[config.mk]
export PLATFORM = sky130hd
export DESIGN_NAME = input_port
export DESIGN_NICKNAME = d
export VERILOG_FILES = /design/src/rtl/input_port.sv
export SDC_FILE = /design/constraint.sdc
export NUM_CORES = 1
export LEC_CHECK = 0
export BUFFER_PORTS_ARGS = -buffer_cell sky130_fd_sc_hd__buf_4
export CAP_MARGIN = 10
export CORE_MARGIN = 4
export CORE_UTILIZATION = 35
export CTS_CLUSTER_DIAMETER = 80
export CTS_CLUSTER_SIZE = 40
export DETAILED_ROUTE_END_ITERATION = 10
export GPL_TIMING_DRIVEN = 0
export PLACE_DENSITY = 0.61
export REMOVE_ABC_BUFFERS = 1
export SYNTH_ARGS = -nofsm -noshare
export SYNTH_HDL_FRONTEND = slang
export SYNTH_SLANG_ARGS = --single-unit
[constraint.sdc]
create_clock -name clk -period 9.05 [get_ports clk]
set_input_delay 0.905 -clock clk [delete_from_list [all_inputs] [get_ports clk]]
set_output_delay 0.905 -clock clk [all_outputs]
set_load 0.05 [all_outputs]
[src/rtl/input_port.sv]
// NoC router input port: one flit FIFO per virtual channel, each with an IDLE/VA/ACTIVE packet FSM
// and XY route computation. Define INPUT_PORT_PROTOCOL_CHECK_EN for simulation protocol error reports.
package noc_params;
  localparam int MESH_SIZE_X       = 4;
  localparam int MESH_SIZE_Y       = 4;
  localparam int DEST_ADDR_SIZE_X  = $clog2(MESH_SIZE_X);
  localparam int DEST_ADDR_SIZE_Y  = $clog2(MESH_SIZE_Y);
  localparam int VC_NUM            = 4;
  localparam int VC_SIZE           = $clog2(VC_NUM);
  localparam int FLIT_DATA_SIZE    = 16;
  localparam int HEAD_PAYLOAD_SIZE = FLIT_DATA_SIZE - DEST_ADDR_SIZE_X - DEST_ADDR_SIZE_Y;

  typedef enum logic [1:0] {HEAD, BODY, TAIL, HEADTAIL} flit_label_t;
  typedef enum logic [2:0] {LOCAL, NORTH, SOUTH, WEST, EAST} port_t;

  typedef struct packed {
    logic [DEST_ADDR_SIZE_X-1:0]  x_dest;
    logic [DEST_ADDR_SIZE_Y-1:0]  y_dest;
    logic [HEAD_PAYLOAD_SIZE-1:0] head_pl;
  } head_data_t;

  typedef union packed {
    head_data_t                head_data;
    logic [FLIT_DATA_SIZE-1:0] bt_pl;
  } flit_data_t;

  typedef struct packed {
    flit_label_t        flit_label;
    logic [VC_SIZE-1:0] vc_id;
    flit_data_t         data;
  } flit_t;
endpackage

// Handshake: a flit is written when valid_flit_i=1 at a rising edge and the target VC accepts it;
// a flit is popped when valid_sel_i=1 at a rising edge and VC vc_sel_i is ACTIVE and non-empty.
module input_port
  import noc_params::*;
#(
  parameter int BUFFER_SIZE    = 8,
  parameter int PIPELINE_DEPTH = 5,
  parameter int X_CURRENT      = MESH_SIZE_X / 2,
  parameter int Y_CURRENT      = MESH_SIZE_Y / 2
) (
  input  logic                             clk,
  input  logic                             rst,
  input  flit_t                            data_i,
  input  logic                             valid_flit_i,
  input  logic [VC_SIZE-1:0]               vc_sel_i,
  input  logic                             valid_sel_i,
  input  logic [VC_NUM-1:0][VC_SIZE-1:0]   vc_new_i,
  input  logic [VC_NUM-1:0]                vc_valid_i,
  output flit_t                            flit_o,
  output logic [VC_NUM-1:0]                on_off_o,
  output logic [VC_NUM-1:0]                vc_allocatable_o,
  output logic [VC_NUM-1:0]                vc_request_o,
  output port_t [VC_NUM-1:0]               out_port_o,
  output logic [VC_NUM-1:0]                is_full_o,
  output logic [VC_NUM-1:0]                is_empty_o
);

  typedef enum logic [1:0] {IDLE, VA, ACTIVE} vc_state_e;

  localparam int PTR_W = (BUFFER_SIZE > 1) ? $clog2(BUFFER_SIZE) : 1;
  localparam int CNT_W = $clog2(BUFFER_SIZE + 1);
  localparam logic [CNT_W-1:0] CNT_FULL = CNT_W'(BUFFER_SIZE);
  localparam logic [PTR_W-1:0] PTR_LAST = PTR_W'(BUFFER_SIZE - 1);

  vc_state_e          state_q    [VC_NUM];
  logic [PTR_W-1:0]   rd_ptr_q   [VC_NUM];
  logic [PTR_W-1:0]   wr_ptr_q   [VC_NUM];
  logic [CNT_W-1:0]   cnt_q      [VC_NUM];
  logic [VC_SIZE-1:0] down_vc_q  [VC_NUM];
  port_t              out_port_q [VC_NUM];
  logic [VC_NUM-1:0]  tail_in_q;
  flit_t              mem_q      [VC_NUM][BUFFER_SIZE];

  logic [VC_NUM-1:0] wr_en;
  logic [VC_NUM-1:0] rd_en;
  logic [VC_NUM-1:0] front_last;
  logic              is_head;
  port_t             route;

  assign is_head = (data_i.flit_label == HEAD) || (data_i.flit_label == HEADTAIL);

  always_comb begin
    route = LOCAL;
    if (int'(data_i.data.head_data.x_dest) > X_CURRENT)      route = EAST;
    else if (int'(data_i.data.head_data.x_dest) < X_CURRENT) route = WEST;
    else if (int'(data_i.data.head_data.y_dest) > Y_CURRENT) route = SOUTH;
    else if (int'(data_i.data.head_data.y_dest) < Y_CURRENT) route = NORTH;
  end

  // tail_in_q marks that the packet's last flit is already buffered, so later flits are stray
  always_comb begin
    wr_en      = '0;
    rd_en      = '0;
    front_last = '0;
    for (int v = 0; v < VC_NUM; v++) begin
      if (valid_flit_i && (data_i.vc_id == VC_SIZE'(v))) begin
        if (state_q[v] == IDLE) wr_en[v] = is_head;
        else wr_en[v] = !is_head && !tail_in_q[v] && (cnt_q[v] != CNT_FULL);
      end
      rd_en[v] = valid_sel_i && (vc_sel_i == VC_SIZE'(v)) && (state_q[v] == ACTIVE)
                 && (cnt_q[v] != '0);
      front_last[v] = (mem_q[v][rd_ptr_q[v]].flit_label == TAIL)
                      || (mem_q[v][rd_ptr_q[v]].flit_label == HEADTAIL);
    end
  end

  always_ff @(posedge clk or negedge rst) begin
    if (!rst) begin
      for (int v = 0; v < VC_NUM; v++) begin
        state_q[v]    <= IDLE;
        rd_ptr_q[v]   <= '0;
        wr_ptr_q[v]   <= '0;
        cnt_q[v]      <= '0;
        down_vc_q[v]  <= '0;
        out_port_q[v] <= LOCAL;
      end
      tail_in_q <= '0;
    end else begin
      for (int v = 0; v < VC_NUM; v++) begin
        if (wr_en[v]) begin
          wr_ptr_q[v] <= (wr_ptr_q[v] == PTR_LAST) ? '0 : wr_ptr_q[v] + PTR_W'(1);
          if (state_q[v] == IDLE) begin
            out_port_q[v] <= route;
            tail_in_q[v]  <= (data_i.flit_label == HEADTAIL);
          end else if (data_i.flit_label == TAIL) begin
            tail_in_q[v] <= 1'b1;
          end
        end
        if (rd_en[v]) rd_ptr_q[v] <= (rd_ptr_q[v] == PTR_LAST) ? '0 : rd_ptr_q[v] + PTR_W'(1);
        case (state_q[v])
          IDLE:    if (wr_en[v]) state_q[v] <= VA;
          VA:      if (vc_valid_i[v]) begin
                     down_vc_q[v] <= vc_new_i[v];
                     state_q[v]   <= ACTIVE;
                   end
          ACTIVE:  if (rd_en[v] && front_last[v]) state_q[v] <= IDLE;
          default: state_q[v] <= IDLE;
        endcase
        case ({wr_en[v], rd_en[v]})
          2'b10:   cnt_q[v] <= cnt_q[v] + CNT_W'(1);
          2'b01:   cnt_q[v] <= cnt_q[v] - CNT_W'(1);
          default: cnt_q[v] <= cnt_q[v];
        endcase
      end
    end
  end

  always_ff @(posedge clk) begin
    for (int v = 0; v < VC_NUM; v++) begin
      if (wr_en[v]) mem_q[v][wr_ptr_q[v]] <= data_i;
    end
  end

  always_comb begin
    flit_o = '0;
    if (cnt_q[vc_sel_i] != '0) begin
      flit_o       = mem_q[vc_sel_i][rd_ptr_q[vc_sel_i]];
      flit_o.vc_id = down_vc_q[vc_sel_i];
    end
    for (int v = 0; v < VC_NUM; v++) begin
      is_empty_o[v]       = (cnt_q[v] == '0);
      is_full_o[v]        = (cnt_q[v] == CNT_FULL);
      on_off_o[v]         = (BUFFER_SIZE - int'(cnt_q[v])) >= PIPELINE_DEPTH;
      vc_allocatable_o[v] = (state_q[v] == IDLE);
      vc_request_o[v]     = (state_q[v] == VA);
      out_port_o[v]       = out_port_q[v];
    end
  end

`ifdef INPUT_PORT_PROTOCOL_CHECK_EN
  always @(posedge clk) begin
    if (rst) begin
      if (valid_flit_i && !wr_en[data_i.vc_id]) begin
        if (state_q[data_i.vc_id] == IDLE)
          $error("input_port: BODY/TAIL flit on idle VC %0d dropped", data_i.vc_id);
        else if (is_head)
          $error("input_port: HEAD flit on busy VC %0d dropped", data_i.vc_id);
        else if (cnt_q[data_i.vc_id] == CNT_FULL)
          $error("input_port: write to full VC %0d dropped", data_i.vc_id);
      end
      if (valid_sel_i && !rd_en[vc_sel_i])
        $error("input_port: pop of empty or non-active VC %0d ignored", vc_sel_i);
    end
  end
`endif

endmodule

=== After elaboration in Yosys (flattened, before gate mapping) ===
Memories as Yosys holds them, arrays and structs flattened.
Index checks and enable logic that the tools add are counted.

* Flip-flop bits (word level): 72
* RAM bits: 640
* Output and inout port bits: 52
* Word-level logic and storage cells: 321
* Memories kept: 1

* Add/subtract/negate cells: 20
* Magnitude comparators: 22
* Equality and inequality tests: 60
* Multiplexer cells: 95
* Bitwise operators: 10
* Reduce and logical (&&, ||, !) cells: 85

{| class="wikitable"
|+ Memory list
! name !! words !! width !! read ports !! clocked after memory_dff !! write ports !! line !! RTL
|-
| mem_q || 4 || 160 || 5 || 0 || 1 || 75 || <nowiki>flit_t mem_q [VC_NUM][BUFFER_SIZE];</nowiki>
|}

{| class="wikitable"
|+ Operators by type and width
! kind !! number
|-
| 2-to-1 mux 160 bit || 10
|-
| OR reduction 160 bit || 3
|-
| binary-select mux 20 bit (select 3 bit) || 5
|-
| 2-to-1 mux 20 bit || 15
|-
| demux 20 bit (select 3 bit) || 4
|-
| == test 2 bit, second input constant || 22
|-
| 2-to-1 mux 2 bit || 19
|-
| >= comparator 4 bit, second input constant || 9
|-
| NOT 3 -> 4 bit || 9
|-
| 2-to-1 mux 3 bit || 11
|-
| logical AND 1 bit || 32
|-
| case mux 4 bit (2 select lines) || 4
|-
| adder 3 x 1 -> 3 bit, second input constant || 8
|-
| == test 3 bit, second input constant || 8
|-
| case mux 2 bit (3 select lines) || 4
|-
| AND reduction 2 bit || 12
|-
| == test 2 x 1 -> 1 bit, second input constant || 10
|-
| >= comparator 5 x 4 -> 1 bit, second input constant || 4
|-
| nonzero test 4 bit || 5
|-
| subtractor 4 x 4 -> 5 bit, first input constant || 4
|-
| 2-to-1 mux 1 bit || 18
|-
| adder 4 x 1 -> 4 bit, second input constant || 4
|-
| == test 4 bit, second input constant || 4
|-
| logical NOT 4 bit || 4
|-
| 18 further kinds || 64
|}

=== Longest topological paths before layout ===
* Depth in word-level cells: 13
* Gate-level depth with buffers: 15
* Mapped depth without buffers: 14

=== Worst setup path after synthesis ===
OpenSTA, ideal clock, no wires.

* Kind: input -> register
* Start point: input port data_i[18] in the netlist's numbering
* End point: memory mem_q[1][100] in the netlist's numbering (enable)
* Library setup time: 0.446 ns
* Data arrival time: 4.276 ns
* Slack: 4.328 ns
* Stages: 8
* Path buffers: 1
* Cells stage by stage: inv_1 > ha_1 > buf_2 > nor3_1 > nor4bb_1 > and2_0 > clkinv_1 > nor4b_1

* Longest elaborated chain between the ends: 13
* Elaborated cells on any way between the ends: 37
* Classes of those cells: eq/ne (1); mux (22); reduce/logical (14)

{| class="wikitable"
|+ RTL lines
! what !! line !! RTL
|-
| from (decl) || 46 || <nowiki>input flit_t data_i,</nowiki>
|-
| == test 2 bit or logical NOT 2 bit (tied branches) || 83 || <nowiki>assign is_head = (data_i.flit_label == HEAD) || (data_i.flit_label == HEADTAIL);</nowiki>
|-
| logical OR 1 bit (*) || 83 ||
|-
| logical NOT 1 bit || 101 || <nowiki>else wr_en[v] = !is_head && !tail_in_q[v] && (cnt_q[v] != CNT_FULL);</nowiki>
|-
| logical AND 1 bit (2 in a row) || 101 ||
|-
| 2-to-1 mux 1 bit || 100 || <nowiki>if (state_q[v] == IDLE) wr_en[v] = is_head;</nowiki>
|-
| 2-to-1 mux 1 bit || 99 || <nowiki>if (valid_flit_i && (data_i.vc_id == VC_SIZE'(v))) begin</nowiki>
|-
| 2-to-1 mux 1 bit || 153 || <nowiki>if (wr_en[v]) mem_q[v][wr_ptr_q[v]] <= data_i;</nowiki>
|-
| 2-to-1 mux 160 bit (not written as such) || 153 ||
|-
| OR reduction 160 bit (no line) || n/a ||
|-
| 2-to-1 mux 2 bit (no line) or 2-to-1 mux 160 bit (tied branches) (3 in a row) || n/a ||
|-
| to (decl) || 75 ||
|}

Every way passes the cells marked *; elsewhere a longest branch is shown, timed or not.

==> impl_results.rst <==
.. list-table::
   :header-rows: 1

   * - Metric
     - Value
   * - Fraction of the yosys area taken by sequential cells
     - a little under three quarters
   * - Total track usage
     - 14.87%
   * - Clock-pin transition on the worst setup and hold timing paths
     - 110 ps
   * - Avg Vias per Cell
     - 5.388
   * - Std-Cell Core Area
     - 0.07495 mm^2
   * - Chip Height
     - ~280 um
   * - Sum of overflow across all layers after global routing
     - 0
   * - Number of antenna violations at the first check in global routing
     - 0
   * - Fraction of layout instances using a drive strength above 1
     - 28.50%
   * - Total Neg Setup Slack
     - 0 ps
   * - Post-Layout Cell Count
     - between 2k and 2.5k
   * - DRC violations left
     - 0
   * - Syn Std Cell Area
     - 0.02662 mm^2
   * - Cts repair resizes
     - 0
   * - Floorplan die area
     - 0.08052 mm^2
   * - Final critical-path required period
     - 5595 ps
   * - Data required time of the worst path
     - 8150 ps
   * - Final Max Slew Viols
     - 0
   * - Number of standard-cell rows in the floorplan
     - 100
   * - Number of nets in the final layout
     - 1583
   * - Number of enable-type register cells in the synthesized netlist
     - 576
   * - Count of unique library cells instantiated by Yosys
     - 55
   * - Most frequently used cell type in the post-synthesis netlist
     - edfxtp_1
   * - Portion of the clock cycle consumed by the worst path in the final layout
     - 61.82%
   * - Buffers from clock root to sink, at most
     - 3
   * - Unrepaired setup endpoints after global routing
     - false
   * - Number of port buffers
     - 89
   * - First DRT Iteration DRCs
     - 1101
   * - Yosys warnings
     - 0
   * - Post-cts hold buffer count
     - 0
   * - Post-CTS Setup Repair Bufs
     - 0
   * - Arrival @ worst endpoint
     - 4690 ps
   * - DR WL/cell
     - between 20 and 25 um
   * - Synth async-reset ratio
     - approximately 11%
   * - Master cell of the clock root buffer
     - clkbuf_16
   * - Number of cells produced by synthesis
     - approximately 1.4k
   * - Maximum number of pins on one net before global-route repair
     - approximately 100
   * - Final Core Density
     - between 40% and 50%
   * - Antenna-violating nets left
     - 0
   * - Worst hold path class
     - in -> async
   * - Top area cells in the synthesized netlist
     - edfxtp_1 65%, mux4_2 13%, dfrtp_1 6.8%, ha_1 1.7%, mux2i_1 1.5%
   * - Hold Violations, Final
     - 0
   * - TritonCTS clock tree
     - done
   * - Via count of the first global-routing pass
     - 13.77k
   * - Number of inserted diodes
     - 0
   * - Detailed-route wire length
     - 61000 um
   * - Synth Flop Type
     - edfxtp_1
   * - Max Fclk
     - ~180 MHz
   * - Top cells by instance count after synthesis
     - 576 x edfxtp_1, 157 x mux4_2, 72 x dfrtp_1
   * - Placed insts
     - 2447
   * - Leak Pwr
     - 0.01011 uW
   * - Number of endpoints failing setup at the final stage
     - 0
   * - Crit end category
     - primary output
   * - Initial core utilization
     - 35.51%
   * - Clk_skew
     - 36.24 ps
   * - Post-Synthesis Mean Instance Area
     - 19.22 um^2
   * - I/O pin total
     - 90
   * - H-tree lvl count
     - 1
   * - Number of vias in the routed layout
     - approximately 13k
   * - Count of fill cells added during filler insertion
     - 6633
   * - Headroom to the max-slew limit
     - about 36%
   * - Signed area change from the synthesized netlist to the final layout
     - 13.87%
   * - Final hold slack
     - 422.4 ps
   * - Tightest Pin Transition
     - 954.9 ps
   * - Post-synth top area share
     - 64.99%
   * - Number of max-cap violations
     - 0
   * - Peak supply drop
     - 0.3010 mV
   * - Largest fanout on the critical path
     - 66
   * - Power density of the placed cells
     - 249.2 mW/mm^2
   * - Flip-flop and latch count after synthesis
     - 648
   * - Worst-Skew Late Latency
     - around 630 ps
   * - Number of buffers added by the clock tree synthesis step
     - 28
   * - Status
     - complete, no violations
   * - First-pass GRT wire length
     - 91230 um
   * - Start-to-end type of the worst setup path
     - in -> out
   * - Kind of start point of the critical path
     - input pin
   * - Routability Congestion
     - 0.7812
   * - Die width
     - approximately 280 um
   * - Number of optimization iterations in the first detailed-route pass
     - 5
   * - Sink count of the clock tree
     - 648
   * - Synth area leader
     - edfxtp_1
   * - Detailed Place HPWL
     - around 41000 um
## routing by layer
layer	GRT usage (%)	part of all wire, %	vias to the layer above
li1	-	-	5834
met1	21.69	45	7149
met2	24.31	48	421
met3	2.177	5.5	60
met4	2.319	1.7	0
met5	0	0	-
## kinds of logic (layout without fill, tap and decap cells)
| logic type | count (synthesis) | in the layout | share of synthesized area (%) |
|---|---|---|---|
| buffers and inverters | 90 | 235 | 1.777 |
| adders and majority gates | 37 | 37 | 1.768 |
| DFF | 648 | 648 | 71.76 |
| AOI/OAI and AO/OA | 153 | 153 | 3.827 |
| xor gates and xnor gates | 22 | 22 | 0.7240 |
| muxes | 221 | 221 | 15.80 |
| and+or+nand+nor | 214 | 214 | 4.344 |
## worst paths after layout
check / cells after the start / startpoint / slack (ps) / to
setup / recovery: 10 / vc_sel_i[0] / 3450 / flit_o[1]
hold / removal: 1 / rst / 420 / cnt_q[0]$_DFFE_PN0P_
setup reg to reg: 9 / cnt_q[0]$_DFFE_PN0P_ / 5420 / mem_q[3][50]$_DFFE_PP_
hold reg to reg: 2 / out_port_o[2]$_DFFE_PN0P_ / 510 / out_port_o[2]$_DFFE_PN0P_
max in group asynchronous: 1 / rst / 8000 / wr_ptr_q[3]$_DFFE_PN0P_
min in group clk: 2 / vc_valid_i[0] / 480 / state_q[6]$_DFFE_PN0P_
## where the power goes
group	internal, uW	leakage [uW]	switching (uW)
Combinational	773	0.00350	1380
Sequential	3450	0.00608	228
Clock	674	0.000521	1050
## worst max-delay path, cell delays in order
cell	delay, ps
buf_8	330
buf_16	370
buf_16	420
mux4_4	1060
buf_16	340
nor2b_1	140
a211oi_1	70
a21oi_1	210
a22o_1	320
buf_4	260
## area by class of cell
type / instances / area, um^2 / share of cell area, %
Tap cell: 969 / 1212 / 4.000
Multi-Input combinational cell: 647 / 7236 / 23.87
Clock buffer: 29 / 725.7 / 2.395
Clock inverter: 23 / 370.4 / 1.222
Sequential cell: 648 / 19100 / 63.02
Timing Repair Buffer: 160 / 1578 / 5.206
Inverter: 23 / 86.33 / 0.2849
## cell usage in the layout (no fill, tap or decap), types with 36 or more instances in the layout
cell / netlist / routed
nand2_1: 63 / 63
buf_4: 2 / 104
edfxtp_1: 576 / 576
dfrtp_1: 72 / 72
mux4_2: 157 / 155
buf_6: 12 / 41
nor2b_1: 41 / 40
ha_1: 36 / 36
a21oi_1: 50 / 50
mux2i_1: 40 / 40
## registers in the layout, summed over array words and instances, names as in the netlist
| register | count |
|---|---|
| rd_ptr_q | 12 |
| wr_ptr_q | 12 |
| out_port_o | 12 |
| down_vc_q | 8 |
| mem_q | 576 |
| state_q | 8 |
| tail_in_q | 4 |
| cnt_q | 16 |
## per-stage QoR
step                      total power (uW)  area [um^2]  setup WS, ps
final                                 7551        30310          3455
after CTS                             7612        30310          3359
after global placement                5800        28110        -10.18
after global routing                  7894        30310          3175
after floorplan                       5059        26230          4342
after detailed placement              5910        29210          3350
Power figures use the tool's default switching activity.
